--- src/rtl/dmem_arb_pkg.sv ---
// Shared types for the data-memory arbiter.
// Build option: DMEM_ARB_RR_EN selects round-robin arbitration.
package dmem_arb_pkg;

    localparam int MEM_LAT_MAX = 4;
    localparam int CNT_W       = 3;
    localparam int DMEM_ADDR_W = 32;
    localparam int DMEM_DATA_W = 32;

    typedef enum logic [1:0] {
        IDLE,
        ISSUE,
        WAIT,
        RESP
    } arb_state_t;

    typedef logic port_id_t;

    typedef struct packed {
        logic                     we;
        logic [DMEM_ADDR_W-1:0]   addr;
        logic [DMEM_DATA_W-1:0]   wdata;
        logic [DMEM_DATA_W/8-1:0] be;
    } mem_req_t;

endpackage

--- src/rtl/dmem_arbiter_if.sv ---
// Requester, response and memory-side signals of the arbiter.
// slave = arbiter view, master = requester/memory view.
interface dmem_arbiter_if #(
    parameter int ADDR_W = 32,
    parameter int DATA_W = 32
) ();

    logic              req0_valid;
    logic              req0_ready;
    logic              req0_we;
    logic [ADDR_W-1:0] req0_addr;
    logic [DATA_W-1:0] req0_wdata;
    logic [DATA_W/8-1:0] req0_be;

    logic              req1_valid;
    logic              req1_ready;
    logic              req1_we;
    logic [ADDR_W-1:0] req1_addr;
    logic [DATA_W-1:0] req1_wdata;
    logic [DATA_W/8-1:0] req1_be;

    logic              rsp0_valid;
    logic              rsp1_valid;
    logic [DATA_W-1:0] memory_data;

    logic              mem_en;
    logic              mem_we;
    logic [DATA_W/8-1:0] mem_be;
    logic [ADDR_W-1:0] mem_addr;
    logic [DATA_W-1:0] mem_wdata;
    logic [DATA_W-1:0] mem_rdata;

    modport slave (
        input  req0_valid, req0_we, req0_addr,
        input  req0_wdata, req0_be,
        input  req1_valid, req1_we, req1_addr,
        input  req1_wdata, req1_be,
        output req0_ready, req1_ready,
        output rsp0_valid, rsp1_valid, memory_data,
        output mem_en, mem_we, mem_be,
        output mem_addr, mem_wdata,
        input  mem_rdata
    );

    modport master (
        output req0_valid, req0_we, req0_addr,
        output req0_wdata, req0_be,
        output req1_valid, req1_we, req1_addr,
        output req1_wdata, req1_be,
        input  req0_ready, req1_ready,
        input  rsp0_valid, rsp1_valid, memory_data,
        input  mem_en, mem_we, mem_be,
        input  mem_addr, mem_wdata,
        output mem_rdata
    );

endinterface

--- src/rtl/dmem_arb_grant.sv ---
// One-hot grant between the two requesters, only while idle.
// DMEM_ARB_RR_EN: contention goes to the port not granted last.
module dmem_arb_grant
    import dmem_arb_pkg::*;
(
    input  logic       v0,
    input  logic       v1,
    input  logic       idle,
`ifdef DMEM_ARB_RR_EN
    input  port_id_t   last,
`endif
    output logic [1:0] gnt
);

    always_comb begin
        gnt = 2'b00;
        if (idle) begin
            unique case (1'b1)
                (v0 && !v1): gnt = 2'b01;
                (!v0 && v1): gnt = 2'b10;
`ifdef DMEM_ARB_RR_EN
                (v0 && v1):  gnt = last ? 2'b01 : 2'b10;
`else
                (v0 && v1):  gnt = 2'b01;
`endif
                default:     gnt = 2'b00;
            endcase
        end
    end

endmodule

--- src/rtl/dmem_arbiter.sv ---
// Two-port arbiter in front of a single-port fixed-latency data memory.
// Build option: DMEM_ARB_RR_EN enables round-robin arbitration.
module dmem_arbiter
    import dmem_arb_pkg::*;
#(
    parameter int ADDR_W  = 32,
    parameter int DATA_W  = 32,
    parameter int MEM_LAT = 1
) (
    input  logic          clk,
    input  logic          rst_n,
    dmem_arbiter_if.slave bus
);

    arb_state_t        state_q, state_d;
    mem_req_t          req_q, req_d;
    mem_req_t          req0_f, req1_f;
    port_id_t          port_q, port_d;
    logic [CNT_W-1:0]  cnt_q, cnt_d;
    logic [DATA_W-1:0] rdata_q;
    logic [1:0]        gnt;
    logic              idle, hs, issue, rd_last;

    // Ready is forced low while reset is asserted
    assign idle    = (state_q == IDLE) && rst_n;
    assign hs      = |gnt;
    assign issue   = (state_q == ISSUE);
    assign rd_last = (state_q == WAIT) && (cnt_q == CNT_W'(1));

    assign req0_f = '{we: bus.req0_we, addr: bus.req0_addr,
                      wdata: bus.req0_wdata, be: bus.req0_be};
    assign req1_f = '{we: bus.req1_we, addr: bus.req1_addr,
                      wdata: bus.req1_wdata, be: bus.req1_be};

`ifdef DMEM_ARB_RR_EN
    port_id_t last_q;

    always_ff @(posedge clk) begin
        if (!rst_n) begin
            last_q <= 1'b1;
        end else if (hs) begin
            last_q <= gnt[1];
        end
    end
`endif

    dmem_arb_grant u_grant (
        .v0   (bus.req0_valid),
        .v1   (bus.req1_valid),
        .idle (idle),
`ifdef DMEM_ARB_RR_EN
        .last (last_q),
`endif
        .gnt  (gnt)
    );

    always_comb begin
        state_d = state_q;
        req_d   = req_q;
        port_d  = port_q;
        cnt_d   = cnt_q;
        unique case (state_q)
            IDLE: begin
                if (hs) begin
                    req_d   = gnt[1] ? req1_f : req0_f;
                    port_d  = gnt[1];
                    state_d = ISSUE;
                end
            end
            ISSUE: begin
                cnt_d   = CNT_W'(MEM_LAT);
                state_d = req_q.we ? RESP : WAIT;
            end
            WAIT: begin
                cnt_d = cnt_q - CNT_W'(1);
                if (rd_last) begin
                    state_d = RESP;
                end
            end
            RESP:    state_d = IDLE;
            default: state_d = IDLE;
        endcase
    end

    always_ff @(posedge clk) begin
        if (!rst_n) begin
            state_q <= IDLE;
            req_q   <= '0;
            port_q  <= 1'b0;
            cnt_q   <= '0;
            rdata_q <= '0;
        end else begin
            state_q <= state_d;
            req_q   <= req_d;
            port_q  <= port_d;
            cnt_q   <= cnt_d;
            if (rd_last) begin
                rdata_q <= bus.mem_rdata;
            end
        end
    end

    assign bus.req0_ready  = gnt[0];
    assign bus.req1_ready  = gnt[1];
    assign bus.rsp0_valid  = (state_q == RESP) && !port_q;
    assign bus.rsp1_valid  = (state_q == RESP) && port_q;
    assign bus.memory_data = rdata_q;

    assign bus.mem_en    = issue;
    assign bus.mem_we    = issue && req_q.we;
    assign bus.mem_be    = issue ? req_q.be : '0;
    assign bus.mem_addr  = issue ? ADDR_W'(req_q.addr) : '0;
    assign bus.mem_wdata = issue ? req_q.wdata : '0;

endmodule
--- src/flat_wrapper.sv ---
// flat-port wrapper written by rule: the top's interface ports become plain ports
module dmem_arbiter_flat import dmem_arb_pkg::*;
#(
    parameter int ADDR_W  = 32,
    parameter int DATA_W  = 32,
    parameter int MEM_LAT = 1
)
  (clk, rst_n, bus_req0_valid, bus_req0_we, bus_req0_addr, bus_req0_wdata, bus_req0_be, bus_req1_valid, bus_req1_we, bus_req1_addr, bus_req1_wdata, bus_req1_be, bus_req0_ready, bus_req1_ready, bus_rsp0_valid, bus_rsp1_valid, bus_memory_data, bus_mem_en, bus_mem_we, bus_mem_be, bus_mem_addr, bus_mem_wdata, bus_mem_rdata);
  dmem_arbiter_if #(.ADDR_W(ADDR_W), .DATA_W(DATA_W)) bus_i ();
  input  logic clk;
  input  logic rst_n;
  input wire logic [$bits(bus_i.req0_valid)-1:0] bus_req0_valid;
  input wire logic [$bits(bus_i.req0_we)-1:0] bus_req0_we;
  input wire logic [$bits(bus_i.req0_addr)-1:0] bus_req0_addr;
  input wire logic [$bits(bus_i.req0_wdata)-1:0] bus_req0_wdata;
  input wire logic [$bits(bus_i.req0_be)-1:0] bus_req0_be;
  input wire logic [$bits(bus_i.req1_valid)-1:0] bus_req1_valid;
  input wire logic [$bits(bus_i.req1_we)-1:0] bus_req1_we;
  input wire logic [$bits(bus_i.req1_addr)-1:0] bus_req1_addr;
  input wire logic [$bits(bus_i.req1_wdata)-1:0] bus_req1_wdata;
  input wire logic [$bits(bus_i.req1_be)-1:0] bus_req1_be;
  output wire logic [$bits(bus_i.req0_ready)-1:0] bus_req0_ready;
  output wire logic [$bits(bus_i.req1_ready)-1:0] bus_req1_ready;
  output wire logic [$bits(bus_i.rsp0_valid)-1:0] bus_rsp0_valid;
  output wire logic [$bits(bus_i.rsp1_valid)-1:0] bus_rsp1_valid;
  output wire logic [$bits(bus_i.memory_data)-1:0] bus_memory_data;
  output wire logic [$bits(bus_i.mem_en)-1:0] bus_mem_en;
  output wire logic [$bits(bus_i.mem_we)-1:0] bus_mem_we;
  output wire logic [$bits(bus_i.mem_be)-1:0] bus_mem_be;
  output wire logic [$bits(bus_i.mem_addr)-1:0] bus_mem_addr;
  output wire logic [$bits(bus_i.mem_wdata)-1:0] bus_mem_wdata;
  input wire logic [$bits(bus_i.mem_rdata)-1:0] bus_mem_rdata;
  assign bus_i.req0_valid = bus_req0_valid;
  assign bus_i.req0_we = bus_req0_we;
  assign bus_i.req0_addr = bus_req0_addr;
  assign bus_i.req0_wdata = bus_req0_wdata;
  assign bus_i.req0_be = bus_req0_be;
  assign bus_i.req1_valid = bus_req1_valid;
  assign bus_i.req1_we = bus_req1_we;
  assign bus_i.req1_addr = bus_req1_addr;
  assign bus_i.req1_wdata = bus_req1_wdata;
  assign bus_i.req1_be = bus_req1_be;
  assign bus_req0_ready = bus_i.req0_ready;
  assign bus_req1_ready = bus_i.req1_ready;
  assign bus_rsp0_valid = bus_i.rsp0_valid;
  assign bus_rsp1_valid = bus_i.rsp1_valid;
  assign bus_memory_data = bus_i.memory_data;
  assign bus_mem_en = bus_i.mem_en;
  assign bus_mem_we = bus_i.mem_we;
  assign bus_mem_be = bus_i.mem_be;
  assign bus_mem_addr = bus_i.mem_addr;
  assign bus_mem_wdata = bus_i.mem_wdata;
  assign bus_i.mem_rdata = bus_mem_rdata;
  dmem_arbiter #(.ADDR_W(ADDR_W), .DATA_W(DATA_W), .MEM_LAT(MEM_LAT)) u_core (.clk(clk), .rst_n(rst_n), .bus(bus_i));
endmodule
--- config.mk ---
export PLATFORM = sky130hd
export DESIGN_NAME = dmem_arbiter_flat
export DESIGN_NICKNAME = d
export VERILOG_FILES = /design/src/rtl/dmem_arb_pkg.sv /design/src/rtl/dmem_arbiter_if.sv /design/src/rtl/dmem_arb_grant.sv /design/src/rtl/dmem_arbiter.sv /design/src/flat_wrapper.sv
export SDC_FILE = /design/constraint.sdc
export NUM_CORES = 1
export LEC_CHECK = 0
export CAP_MARGIN = 40
export CORE_MARGIN = 2
export CORE_UTILIZATION = 45
export DETAILED_ROUTE_END_ITERATION = 12
export PLACE_DENSITY = 0.87
export SKIP_LAST_GASP = 1
export SYNTH_ARGS = -nofsm -noshare
export SYNTH_HDL_FRONTEND = slang
export SYNTH_HIERARCHICAL = 1
export SYNTH_SLANG_ARGS = --single-unit
--- constraint.sdc ---
create_clock -name clk -period 5.6 [get_ports clk]
set_clock_uncertainty 0.05 [all_clocks]
set_input_delay 0.84 -clock clk [delete_from_list [all_inputs] [get_ports clk]]
set_output_delay 0.84 -clock clk [all_outputs]
set_load 0.05 [all_outputs]
### Word-level counts from Yosys, hierarchy flattened

Cells that the tools add are included.

* flip-flop bits (word level): 107
* input bits: 174
* output and inout port bits: 106
* word-level logic and storage cells: 43

* $add $sub $neg: 1
* eq/ne operators: 6
* mux-type cells: 11
* reductions and logical operators: 17

Operator list (number)
* 69-bit 2-to-1 mux: 1
* 32-bit 2-to-1 mux: 2
* 1-bit logical AND: 8
* 2-bit case mux with 4 select lines: 1
* 2-bit 2-to-1 mux: 3
* 3-bit case mux with 2 select lines: 1
* 2-bit equality test, second input constant: 2
* 4-bit 2-to-1 mux: 1
* 2-bit by 1-bit inequality test with 1-bit output, second input constant: 2
* 2-bit case mux with 2 select lines: 1
* 2-bit AND reduction: 2
* 2-bit OR reduction: 2
* 3-bit by 1-bit equality test with 1-bit output, second input constant: 1
* 1-bit zero test: 3
* 3-bit by 1-bit subtractor with 3-bit output, second input constant: 1
* 2-bit by 1-bit equality test with 1-bit output, second input constant: 1
* 2-bit zero test: 1
* 2-bit nonzero test: 1
* 1-bit 2-to-1 mux: 1

### Longest topological paths before layout

Gate-level depths: netlist of the first run.

* depth in word-level cells: 8
* mapped depth: 10
* gate-level depth less buffers: 7

### Hierarchy

Netlist of the first run, hierarchy kept.

Modules (own cells, without submodules)
* dmem_arbiter: instances 1, cells each 570, area each 5884.4 um^2, seq. area each 2142.1 um^2
* dmem_arb_grant: instances 1, cells each 2, area each 16.3 um^2, seq. area each 0.0 um^2

### Least setup slack after synthesis of the first run

OpenSTA, ideal clock, no wires.

* path kind: register to output
* start: reg u_core.state_q[1]
* end: out bus_mem_wdata[11]
* arrival: 1.902 ns
* required time: 4.710 ns
* slack: 2.808 ns
* stages on the path, launching flop included: 6
* path buffers: 2
* cells stage by stage: dfxtp_1 -> inv_1 -> ha_1 -> clkbuf_1 -> clkbuf_1 -> and2_1

* word-level cells in the longest chain between the ends: 2

Ends and longest elaborated chain
* from (decl): line dmem_arbiter.sv:15 `arb_state_t state_q, state_d;`
* from (signal assigned): line dmem_arbiter.sv:93 `state_q <= state_d;`
* 2-bit by 1-bit equality test with 1-bit output: line dmem_arbiter.sv:27 `assign issue = (state_q == ISSUE);`
* via bus_mem_en: line flat_wrapper.sv:27 `output wire logic [$bits(bus_i.mem_en)-1:0] bus_mem_en;`
* 32-bit 2-to-1 mux: line dmem_arbiter.sv:113 `assign bus.mem_wdata = issue ? req_q.wdata : '0;`
* to (decl): line flat_wrapper.sv:31 `output wire logic [$bits(bus_i.mem_wdata)-1:0] bus_mem_wdata;`

The timed path passes the listed nets, and every way through them passes these cells.

### Worst setup path after layout of the first run

* start: in rst_n
* end: out bus_req1_ready

* word-level cells in the longest chain between the ends: 2

Ends and longest elaborated chain
* from (decl): line flat_wrapper.sv:11 `input logic rst_n;`
* 1-bit logical AND: line dmem_arbiter.sv:25 `assign idle = (state_q == IDLE) && rst_n;`
* via u_core.idle: line dmem_arbiter.sv:22 `logic idle, hs, issue, rd_last;`
* 2-bit 2-to-1 mux: line dmem_arb_grant.sv:17 `if (idle) begin`
* to (decl): line flat_wrapper.sv:23 `output wire logic [$bits(bus_i.req1_ready)-1:0] bus_req1_ready;`

The timed path passes the listed nets, and every way through them passes these cells.

==> impl_metrics.py, run 1 <==
metrics = {
    "yosys": {
        "synth_top_area_share": 0.363,
        "synth_top_flop_cell": "dfxtp_1",
        "flop_and_latch_count_out_of_synthesis": 107,
        "yosys.cell_types.count": 34,
        "post_synth_instance_area_mm2": 0.00590,
        "postSynthCellCount": 572,
        "ys_warn_count": 6,
        "synth_top_cells_by_area": "dfxtp_1 (36%), a211oi_2 (13%), mux2i_1 (12%)",
        "post_synth.cell_area_avg_um2": 10.3,
        "synth_nets": 754,
        "synth-edff-count": 0,
        "ys_async_sr_fraction": 0,
        "synth_top_cell_by_area": "dfxtp_1",
        "synth-seq-area-share": 0.363,
    },
    "sta": {
        "whs_ns": 0.413,
        "finalCritPeriodShare": 0.645,
        "finalHoldViolCount": 0,
        "slew_viol_final": 0,
        "worst_slew_margin_rel": 0.422,
        "setup_violations": 0,
        "timing.final.crit_period_ns": 3.61,
        "finalSetupTns_ns": 0,
        "rsz0062_at_grt": "no",
        "tightest_slew_ns": 0.866,
        "postLayoutSetupSlackWorst_ns": 1.99,
        "clock.fmax_ghz": 0.277,
    },
    "finish": {
        "final_nets": 1008,
        "design_area_mm2": 0.00901,
        "syn2layout_area_growth_pct": 52.7,
        "number_of_fillers_in_the_final_layout": 947,
        "final_core_utilization": 0.708,
        "diodes": 0,
        "layout-drive-gt1-share": 0.184,
        "commonest_cells_after_routing_fill_and_taps_aside": "clkdlybuf4s50_1 (279), dfxtp_1 (107), and2_1 (72), mux2i_1 (70), nand2_1 (68)",
        "mostFrequentLayoutCell": "clkdlybuf4s50_1",
    },
    "drt": {
        "vias": 4996,
        "total_routed_length_um": 16300,
        "remaining_routing_drc_violations": 0,
        "drt_first_pass_iters": 4,
        "final_antenna_net_count": 0,
        "routed_wire_length_per_instance_um": 16.3,
        "vias_per_cell": 4.98,
        "detail_route.iter0.violations": 172,
    },
    "power": {
        "seq_power_share": 0.319,
        "internal_power_mw": 2.07,
        "clockPowerShare": 0.194,
        "pwr_density_cell_mw_per_mm2": 385,
        "sw_frac_of_total": 0.404,
        "vdd_ir_drop_max_mv": 0.254,
        "switchingPower_mw": 1.40,
        "static-leakage-power_nw": 3.05,
        "comb_power_share": 0.486,
    },
    "clock_network": {
        "clkTransAtPathRegs_ns": 0.07,
        "clkSinkCount": 107,
        "cts_made_buffers": 9,
        "ctsHtreeMaxLevel": 3,
        "post_cts_setup_driven_buffer_insertion_count": 0,
        "clock_tree_from_tritoncts": "done",
        "cts.path.max_buffers": 2,
        "hold_buffers": 0,
        "cts_root_buffer": "clkbuf_16",
        "post_cts_resize_count": 0,
        "clock_latency_ns": 0.34,
    },
    "global_routing": {
        "grt_pass1_wl_um": 26300,
        "vias_in_the_first_global_route": 5307,
        "overflow": 0,
        "grt_antenna_before_repair": 0,
        "grt_start_max_net_pins": 70,
        "groute.usage.overall": 0.230,
    },
    "worst_setup_path": {
        "cp.arrival_ns": 2.72,
        "path_class": "in2out",
        "ff2ff_path_depth": 9,
        "timing.critical_path.to_type": "output pin",
        "required_ns": 4.71,
        "timing.critical_path.from_type": "input port",
        "crit_fanout": 7,
    },
    "placed_design": {
        "post-dp-hpwl_um": 12500,
        "place_worst_setup_slack_ns": 1.69,
        "buffer_ports.inserted": 279,
        "globalplace.congestion": 0.765,
        "place_area_mm2": 0.00869,
    },
    "floorplan": {
        "rows": 41,
        "die-area_mm2": 0.0140,
        "placeableCoreArea_mm2": 0.0127,
        "die_height_um": 119,
        "floorplan.die.width_um": 119,
        "io_count": 280,
        "start_util": 0.464,
    },
    "hold_path": {
        "timing.hold.worst_path_depth": 2,
        "holdCritPathClass": "reg2reg",
    },
    "run_status": {
        "run_status": "finished clean",
    },
    "run": {
        "max_cap_viols": 0,
    },
}
## cells by family (layout without fill, tap and decap cells)
logic type                 after synthesis  in the layout  share of synthesized area
muxes                                   70             70                      0.119
DFF                                    107            107                      0.363
buffers and inverters                   53            312                     0.0666
AOI/OAI and AO/OA                      112            112                      0.181
and+or+nand+nor                        222            222                      0.254
adders and majority gates                8              8                     0.0170
## layer usage
metal  wire length (µm)  part of all wire  track usage  up-vias
met3               1330             0.082       0.0758       27
met2               8610              0.53        0.428      194
met5                  0                 0            0        -
li1                   -                 -            -     2465
met1               6010              0.37        0.239     2310
met4                371             0.023       0.0863        0
## cell usage after synthesis (2+ instances only)
library cell	count
inv_1	4
nor2_1	12
dfxtp_1	107
a21oi_1	33
buf_4	2
buf_6	7
a211oi_1	9
ha_1	8
buf_2	13
and2_1	72
nand2b_1	3
buf_12	7
a211oi_2	61
clkbuf_1	18
nand2_1	68
and3b_1	2
nor2_4	60
mux2i_1	70
## sequential cells by signal, summed over array words and instances, names as in the netlist
signal,count
u_core/bus.memory_data,32
u_core/cnt_q,3
u_core/port_q,1
u_core/state_q,2
u_core/req_q,69
## critical path: stages
cell and delay [ns]:
clkdlybuf4s50_1 0.64, and2_1 0.19, and3b_4 0.20, clkdlybuf4s50_1 0.85
## metrics by stage
stage | power (mW) | cells
after floorplan | 2.42 | 572
after global placement | 2.71 | 984
after detailed placement | 2.82 | 987
after CTS | 3.50 | 1003
after global routing | 3.65 | 1003
final | 3.47 | 1003
## power by group through the flow
| stage | Combinational (mW) | Clock, mW | Sequential (mW) |
|---|---|---|---|
| floorplan | 1.28 | 0 | 1.14 |
| global placement | 1.60 | 0 | 1.11 |
| detailed placement | 1.70 | 0 | 1.12 |
| CTS | 1.70 | 0.690 | 1.11 |
| global route | 1.81 | 0.721 | 1.13 |
| finish | 1.69 | 0.674 | 1.11 |
## area by class of cell
cell class | instances | area, µm² | share of cell area
sequential | 107 | 2140 | 0.238
clock buffer | 10 | 229 | 0.0254
timing repair buffer | 291 | 2940 | 0.327
inverter | 5 | 21.3 | 0.00236
clock inverter | 6 | 90.1 | 0.0100
tap | 172 | 215 | 0.0239
multi-input combinational | 412 | 3370 | 0.374
## final timing paths
check                                  from                   endpoint  slack, ns
setup / recovery                      rst_n             bus_req1_ready       1.99
hold / removal    u_core/bus.memory_data[6]  u_core/bus.memory_data[6]       0.41
setup reg to reg          u_core/state_q[0]            u_core/req_q[7]       2.45
hold reg to reg   u_core/bus.memory_data[6]  u_core/bus.memory_data[6]       0.41
Note: power is estimated with default switching activity, not from simulation.
==> run 2: changes to the inputs <==
--- a/config.mk
+++ b/config.mk
@@ -7,9 +7,9 @@
 export LEC_CHECK = 0
 export CAP_MARGIN = 40
 export CORE_MARGIN = 2
-export CORE_UTILIZATION = 45
+export CORE_UTILIZATION = 42
 export DETAILED_ROUTE_END_ITERATION = 12
-export PLACE_DENSITY = 0.87
+export PLACE_DENSITY = 0.82
 export SKIP_LAST_GASP = 1
 export SYNTH_ARGS = -nofsm -noshare
 export SYNTH_HDL_FRONTEND = slang
==> constraint.sdc (replaced) <==
create_clock -name clk -period 3.5 [get_ports clk]
set_clock_uncertainty 0.05 [all_clocks]
set_input_delay 0.525 -clock clk [delete_from_list [all_inputs] [get_ports clk]]
set_output_delay 0.525 -clock clk [all_outputs]
set_load 0.05 [all_outputs]
==> run 2 against run 1 <==
  * Hold slack worse by 0.0049 ns
  * Sequential share of layout area down 0.15 points
  * Total power up 58%
  * Critical endpoint is now bus_mem_addr[17]
  * Die area up 6.9%
  * Routed wire length down 5.1%
  * Global-route usage down 3.1 points
==> impl_metrics.py, run 2 (same netlist as run 1, synthesis figures left out) <==
metrics = {
    "run_status": {
        "run_status": "finished clean",
    },
    "sta": {
        "finalHoldViolCount": 0,
        "rsz0062_at_grt": "no",
        "worst_slew_margin_rel": 0.613,
        "setup_violations": 0,
        "clock.fmax_ghz": 0.321,
        "slew_viol_final": 0,
        "finalCritPeriodShare": 0.891,
        "tightest_slew_ns": 0.578,
        "whs_ns": 0.408,
        "finalSetupTns_ns": 0,
        "timing.final.crit_period_ns": 3.12,
    },
    "clock_network": {
        "post_cts_resize_count": 0,
        "cts_root_buffer": "clkbuf_16",
        "clock_latency_ns": 0.34,
        "ctsHtreeMaxLevel": 3,
        "hold_buffers": 0,
        "clkTransAtPathRegs_ns": 0.07,
        "cts.path.max_buffers": 2,
        "cts_made_buffers": 9,
        "post_cts_setup_driven_buffer_insertion_count": 0,
        "clock_tree_from_tritoncts": "done",
        "clkSinkCount": 107,
    },
    "worst_setup_path": {
        "timing.critical_path.cells": "inv_1 > ha_2 > buf_4 > and2_1 > clkdlybuf4s50_1",
        "rrSetupSlack_ns": 1.25,
        "timing.critical_path.from_type": "flop",
        "worst_path_dominant_cell_family": "buffers and inverters",
        "critical_path_buf_inv_count": 3,
        "critical_path.max_stage_delay_ns": 0.81,
        "timing.critical_path.to_type": "output pin",
        "crit_fanout": 22,
        "ff2ff_path_depth": 8,
        "cp.arrival_ns": 2.54,
        "required_ns": 2.92,
        "worstReg2RegEnd": "u_core/state_q[0]",
        "cp_slowest_cell": "clkdlybuf4s50_1",
        "path_class": "reg2out",
        "r2r_start": "u_core/state_q[1]",
    },
    "drt": {
        "detail_route.iter0.violations": 147,
        "final_antenna_net_count": 0,
        "vias": 4923,
        "drt_first_pass_iters": 4,
        "total_routed_length_um": 15500,
        "routed_wire_length_per_instance_um": 15.3,
        "vias_per_cell": 4.87,
        "remaining_routing_drc_violations": 0,
    },
    "global_routing": {
        "grt_start_max_net_pins": 77,
        "overflow": 0,
        "vias_in_the_first_global_route": 4871,
        "grt_antenna_before_repair": 0,
        "grt_pass1_wl_um": 23700,
        "groute.usage.overall": 0.200,
    },
    "floorplan": {
        "die-area_mm2": 0.0150,
        "floorplan.die.width_um": 123,
        "rows": 43,
        "io_count": 280,
        "start_util": 0.427,
        "die_height_um": 123,
        "placeableCoreArea_mm2": 0.0138,
    },
    "placed_design": {
        "place_area_mm2": 0.00877,
        "globalplace.congestion": 0.752,
        "buffer_ports.inserted": 279,
        "post-dp-hpwl_um": 11800,
    },
    "hold_path": {
        "holdCritPathClass": "reg2reg",
        "hold_path_end": "u_core/bus.memory_data[17]",
        "timing.hold.worst_path_depth": 2,
        "worst_hold_startpoint": "u_core/bus.memory_data[17]",
    },
    "power": {
        "pwr_density_cell_mw_per_mm2": 605,
        "power_mw": 5.49,
        "vdd_ir_drop_max_mv": 0.342,
        "static-leakage-power_nw": 3.06,
    },
    "finish": {
        "max_reg_flops": 69,
        "commonest_cells_after_routing_fill_and_taps_aside": "clkdlybuf4s50_1 (278), dfxtp_1 (107), and2_1 (72), mux2i_1 (70), nand2_1 (68)",
        "syn2layout_area_growth_pct": 53.7,
        "mostFrequentLayoutCell": "clkdlybuf4s50_1",
        "design_area_mm2": 0.00907,
        "largest_register": "u_core/req_q",
        "final_nets": 1006,
        "layout-drive-gt1-share": 0.185,
        "number_of_fillers_in_the_final_layout": 1043,
    },
    "run": {
        "max_cap_viols": 0,
    },
}
run 2: layout make-up:
type	instances	area, µm²	share of cell area
tap	180	225	0.0248
multi-input combinational	412	3370	0.372
clock inverter	6	63.8	0.00703
timing repair buffer	289	3010	0.331
clock buffer	10	239	0.0263
sequential	107	2140	0.236
inverter	5	21.3	0.00234
antenna	1	2.50	0.000276
run 2: power by group:
part | internal (mW) | total (mW) | switching [mW]
sequential | 1.51 | 1.77 | 0.263
combinational | 1.18 | 2.69 | 1.51
clock | 0.574 | 1.03 | 0.454
total | 3.26 | 5.49 | 2.23
run 2: how the worst max path moves through the flow:
stage,startpoint,to,slack [ns],cells after the start
floorplan,u_core/state_q[1],bus_mem_wdata[11],1.02,5
detailed placement,rst_n,bus_req0_ready,0.56,4
global route,u_core/state_q[1],bus_mem_wdata[2],0.21,5
CTS,u_core/state_q[1],bus_mem_addr[17],0.33,5
finish,u_core/state_q[1],bus_mem_addr[17],0.38,5
global placement,rst_n,bus_req0_ready,0.58,4
run 2: worst reg2reg max path, delay by kind of cell, from the launching register on:
| kind | cells | cell delay [ns] |
|---|---|---|
| AO/OA/AOI/OAI | 2 | 0.35 |
| adder cells (fa/ha/maj) | 1 | 0.25 |
| buffers and inverters | 2 | 0.31 |
| flip-flops | 1 | 0.44 |
| AND/OR/NAND/NOR | 3 | 0.79 |
run 2: per-layer routing:
layer  vias up  track usage  wire [µm]
met4         0       0.0826        337
met5         -            0          0
li1       2461            -          -
met2       180        0.373       8150
met1      2254        0.208       5760
met3        28       0.0553       1250
run 2: through the flow:
step	utilization	std cells	setup slack, ns
2_1_floorplan	-	572	1.02
3_3_place_gp	0.630	991	0.584
3_5_place_dp	0.634	993	0.560
4_1_cts	0.656	1009	0.328
5_1_grt	0.656	1009	0.214
6_report	0.656	1010	0.383
==> run 3: changes to the inputs <==
--- a/config.mk
+++ b/config.mk
@@ -6,10 +6,13 @@
 export NUM_CORES = 1
 export LEC_CHECK = 0
 export CAP_MARGIN = 40
+export CELL_PAD_IN_SITES_DETAIL_PLACEMENT = 0
+export CELL_PAD_IN_SITES_GLOBAL_PLACEMENT = 1
 export CORE_MARGIN = 2
-export CORE_UTILIZATION = 42
+export CORE_UTILIZATION = 30
 export DETAILED_ROUTE_END_ITERATION = 12
-export PLACE_DENSITY = 0.82
+export GPL_TIMING_DRIVEN = 1
+export PLACE_DENSITY_LB_ADDON = 0.1
 export SKIP_LAST_GASP = 1
 export SYNTH_ARGS = -nofsm -noshare
 export SYNTH_HDL_FRONTEND = slang
==> run 3 against run 2 <==
  * Sequential power barely moved
  * Utilization shrank 18 points
  * Final cell count up 8.8%
  * Critical endpoint is now bus_mem_wdata[22]
  * Largest cell class unchanged
  * Largest power group unchanged
==> impl_metrics.py, run 3 (same netlist as run 1, synthesis figures left out) <==
metrics = {
    "finish": {
        "sequential_cell_area_mm2": 0.00214,
        "largest_register": "u_core/req_q",
        "design_area_mm2": 0.00918,
        "commonest_cells_after_routing_fill_and_taps_aside": "clkdlybuf4s50_1 (278), dfxtp_1 (107), and2_1 (72), mux2i_1 (70), nand2_1 (68)",
        "final_core_utilization": 0.473,
        "max_reg_flops": 69,
        "syn2layout_area_growth_pct": 55.6,
        "number_of_fillers_in_the_final_layout": 1868,
        "mostFrequentLayoutCell": "clkdlybuf4s50_1",
        "final_nets": 1010,
        "multi_input_comb_area_mm2": 0.00337,
        "layout-drive-gt1-share": 0.187,
    },
    "floorplan": {
        "io_count": 280,
        "die-area_mm2": 0.0208,
        "rows": 51,
        "start_util": 0.304,
        "placeableCoreArea_mm2": 0.0194,
        "floorplan.die.width_um": 144,
        "die_height_um": 144,
    },
    "power": {
        "internal_power_mw": 3.32,
        "pwr_density_cell_mw_per_mm2": 606,
        "switchingPower_mw": 2.25,
        "comb_power_share": 0.481,
        "static-leakage-power_nw": 3.07,
        "vdd_ir_drop_max_mv": 0.286,
        "sw_frac_of_total": 0.404,
        "clockPowerShare": 0.200,
        "seq_power_share": 0.319,
    },
    "worst_setup_path": {
        "required_ns": 2.92,
        "worstReg2RegEnd": "u_core/state_q[0]",
        "cp.arrival_ns": 2.66,
        "path_class": "reg2out",
        "ff2ff_path_depth": 8,
        "crit_fanout": 30,
        "timing.critical_path.from_type": "flop",
        "worst_setup_path_startpoint": "u_core/state_q[1]",
        "rrSetupSlack_ns": 1.20,
        "timing.critical_path.to_type": "output pin",
        "r2r_start": "u_core/state_q[0]",
    },
    "clock_network": {
        "post_cts_setup_driven_buffer_insertion_count": 0,
        "clock_tree_from_tritoncts": "done",
        "hold_buffers": 0,
        "cts.path.max_buffers": 2,
        "clock_latency_ns": 0.34,
        "cts_root_buffer": "clkbuf_16",
        "post_cts_resize_count": 0,
        "clkTransAtPathRegs_ns": 0.08,
        "ctsHtreeMaxLevel": 3,
        "clkSinkCount": 107,
        "cts_made_buffers": 9,
    },
    "sta": {
        "slew_viol_final": 0,
        "rsz0062_at_grt": "no",
        "finalSetupTns_ns": 0,
        "finalCritPeriodShare": 0.923,
        "setup_violations": 0,
        "whs_ns": 0.406,
        "finalHoldViolCount": 0,
        "clock.fmax_ghz": 0.310,
        "worst_slew_margin_rel": 0.593,
        "timing.final.crit_period_ns": 3.23,
        "tightest_slew_ns": 0.611,
    },
    "global_routing": {
        "vias_in_the_first_global_route": 5029,
        "grt_antenna_before_repair": 0,
        "groute.usage.overall": 0.157,
        "grt_pass1_wl_um": 25400,
        "overflow": 0,
        "grt_start_max_net_pins": 50,
    },
    "run_status": {
        "run_status": "finished clean",
    },
    "hold_path": {
        "worst_hold_startpoint": "u_core/bus.memory_data[24]",
        "timing.hold.worst_path_depth": 2,
        "holdCritPathClass": "reg2reg",
        "hold_path_end": "u_core/bus.memory_data[24]",
    },
    "drt": {
        "detail_route.iter0.violations": 112,
        "remaining_routing_drc_violations": 0,
        "vias_per_cell": 4.45,
        "routed_wire_length_per_instance_um": 15.1,
        "total_routed_length_um": 16600,
        "vias": 4886,
        "drt_first_pass_iters": 4,
        "final_antenna_net_count": 0,
    },
    "placed_design": {
        "buffer_ports.inserted": 279,
        "globalplace.congestion": 0.735,
        "place_area_mm2": 0.00886,
        "post-dp-hpwl_um": 12500,
    },
    "run": {
        "max_cap_viols": 0,
    },
}
==> run 3: changes by cell type in the layout (fill, tap and decap cells not counted) <==
cell        change
clkbuf_1        +1
buf_12          -1
inv_6           +2
clkbuf_8        -1
clkinvlp_4      -1
buf_16          -2
bufinv_16       +1
clkinv_2        -2
buf_8           +1
buf_4           +6
==> run 3: worst max-delay path, cell delays in order (launching register included) <==
cell and delay [ns]:
dfxtp_1 0.36, inv_1 0.12, ha_2 0.54, buf_4 0.31
and2_1 0.16, clkdlybuf4s50_1 0.81
==> run 3: per-layer routing <==
layer / track usage / share of wire / wire length, µm / vias to the layer above
li1: - / - / - / 2469
met1: 0.171 / 0.40 / 6570 / 2246
met2: 0.288 / 0.51 / 8430 / 155
met3: 0.0500 / 0.080 / 1320 / 16
met4: 0.0516 / 0.017 / 290 / 0
met5: 0 / 0 / 0 / -
==> run 3: layout make-up <==
class	count	area share
clock buffer	10	0.0249
antenna	1	0.000273
clock inverter	6	0.0102
inverter	5	0.00232
tap	265	0.0361
sequential	107	0.233
timing repair buffer	293	0.326
multi-input combinational	412	0.367
==> run 3: metrics by stage <==
stage          cells  setup slack (ns)  power (mW)
6_report        1099             0.270        5.56
5_1_grt         1098            0.0598        5.90
4_1_cts         1098             0.186        5.66
3_5_place_dp    1082             0.498        4.51
3_3_place_gp    1081             0.526        4.43
2_1_floorplan    572              1.02        3.87
==> run 3: power groups by stage <==
stage	clock network, mW	registers, mW	logic (mW)
floorplan	0	1.82	2.04
global placement	0	1.80	2.63
detailed placement	0	1.80	2.71
CTS	1.17	1.78	2.72
global route	1.20	1.81	2.90
finish	1.11	1.78	2.68
==> run 3: worst max path at each step <==
stage | cells past startpoint | slack, ns | endpoint
finish | 5 | 0.27 | bus_mem_wdata[22]
global route | 5 | 0.06 | bus_mem_wdata[5]
detailed placement | 4 | 0.50 | bus_req0_ready
floorplan | 5 | 1.02 | bus_mem_wdata[11]
CTS | 5 | 0.19 | bus_mem_wdata[22]
global placement | 4 | 0.53 | bus_req0_ready
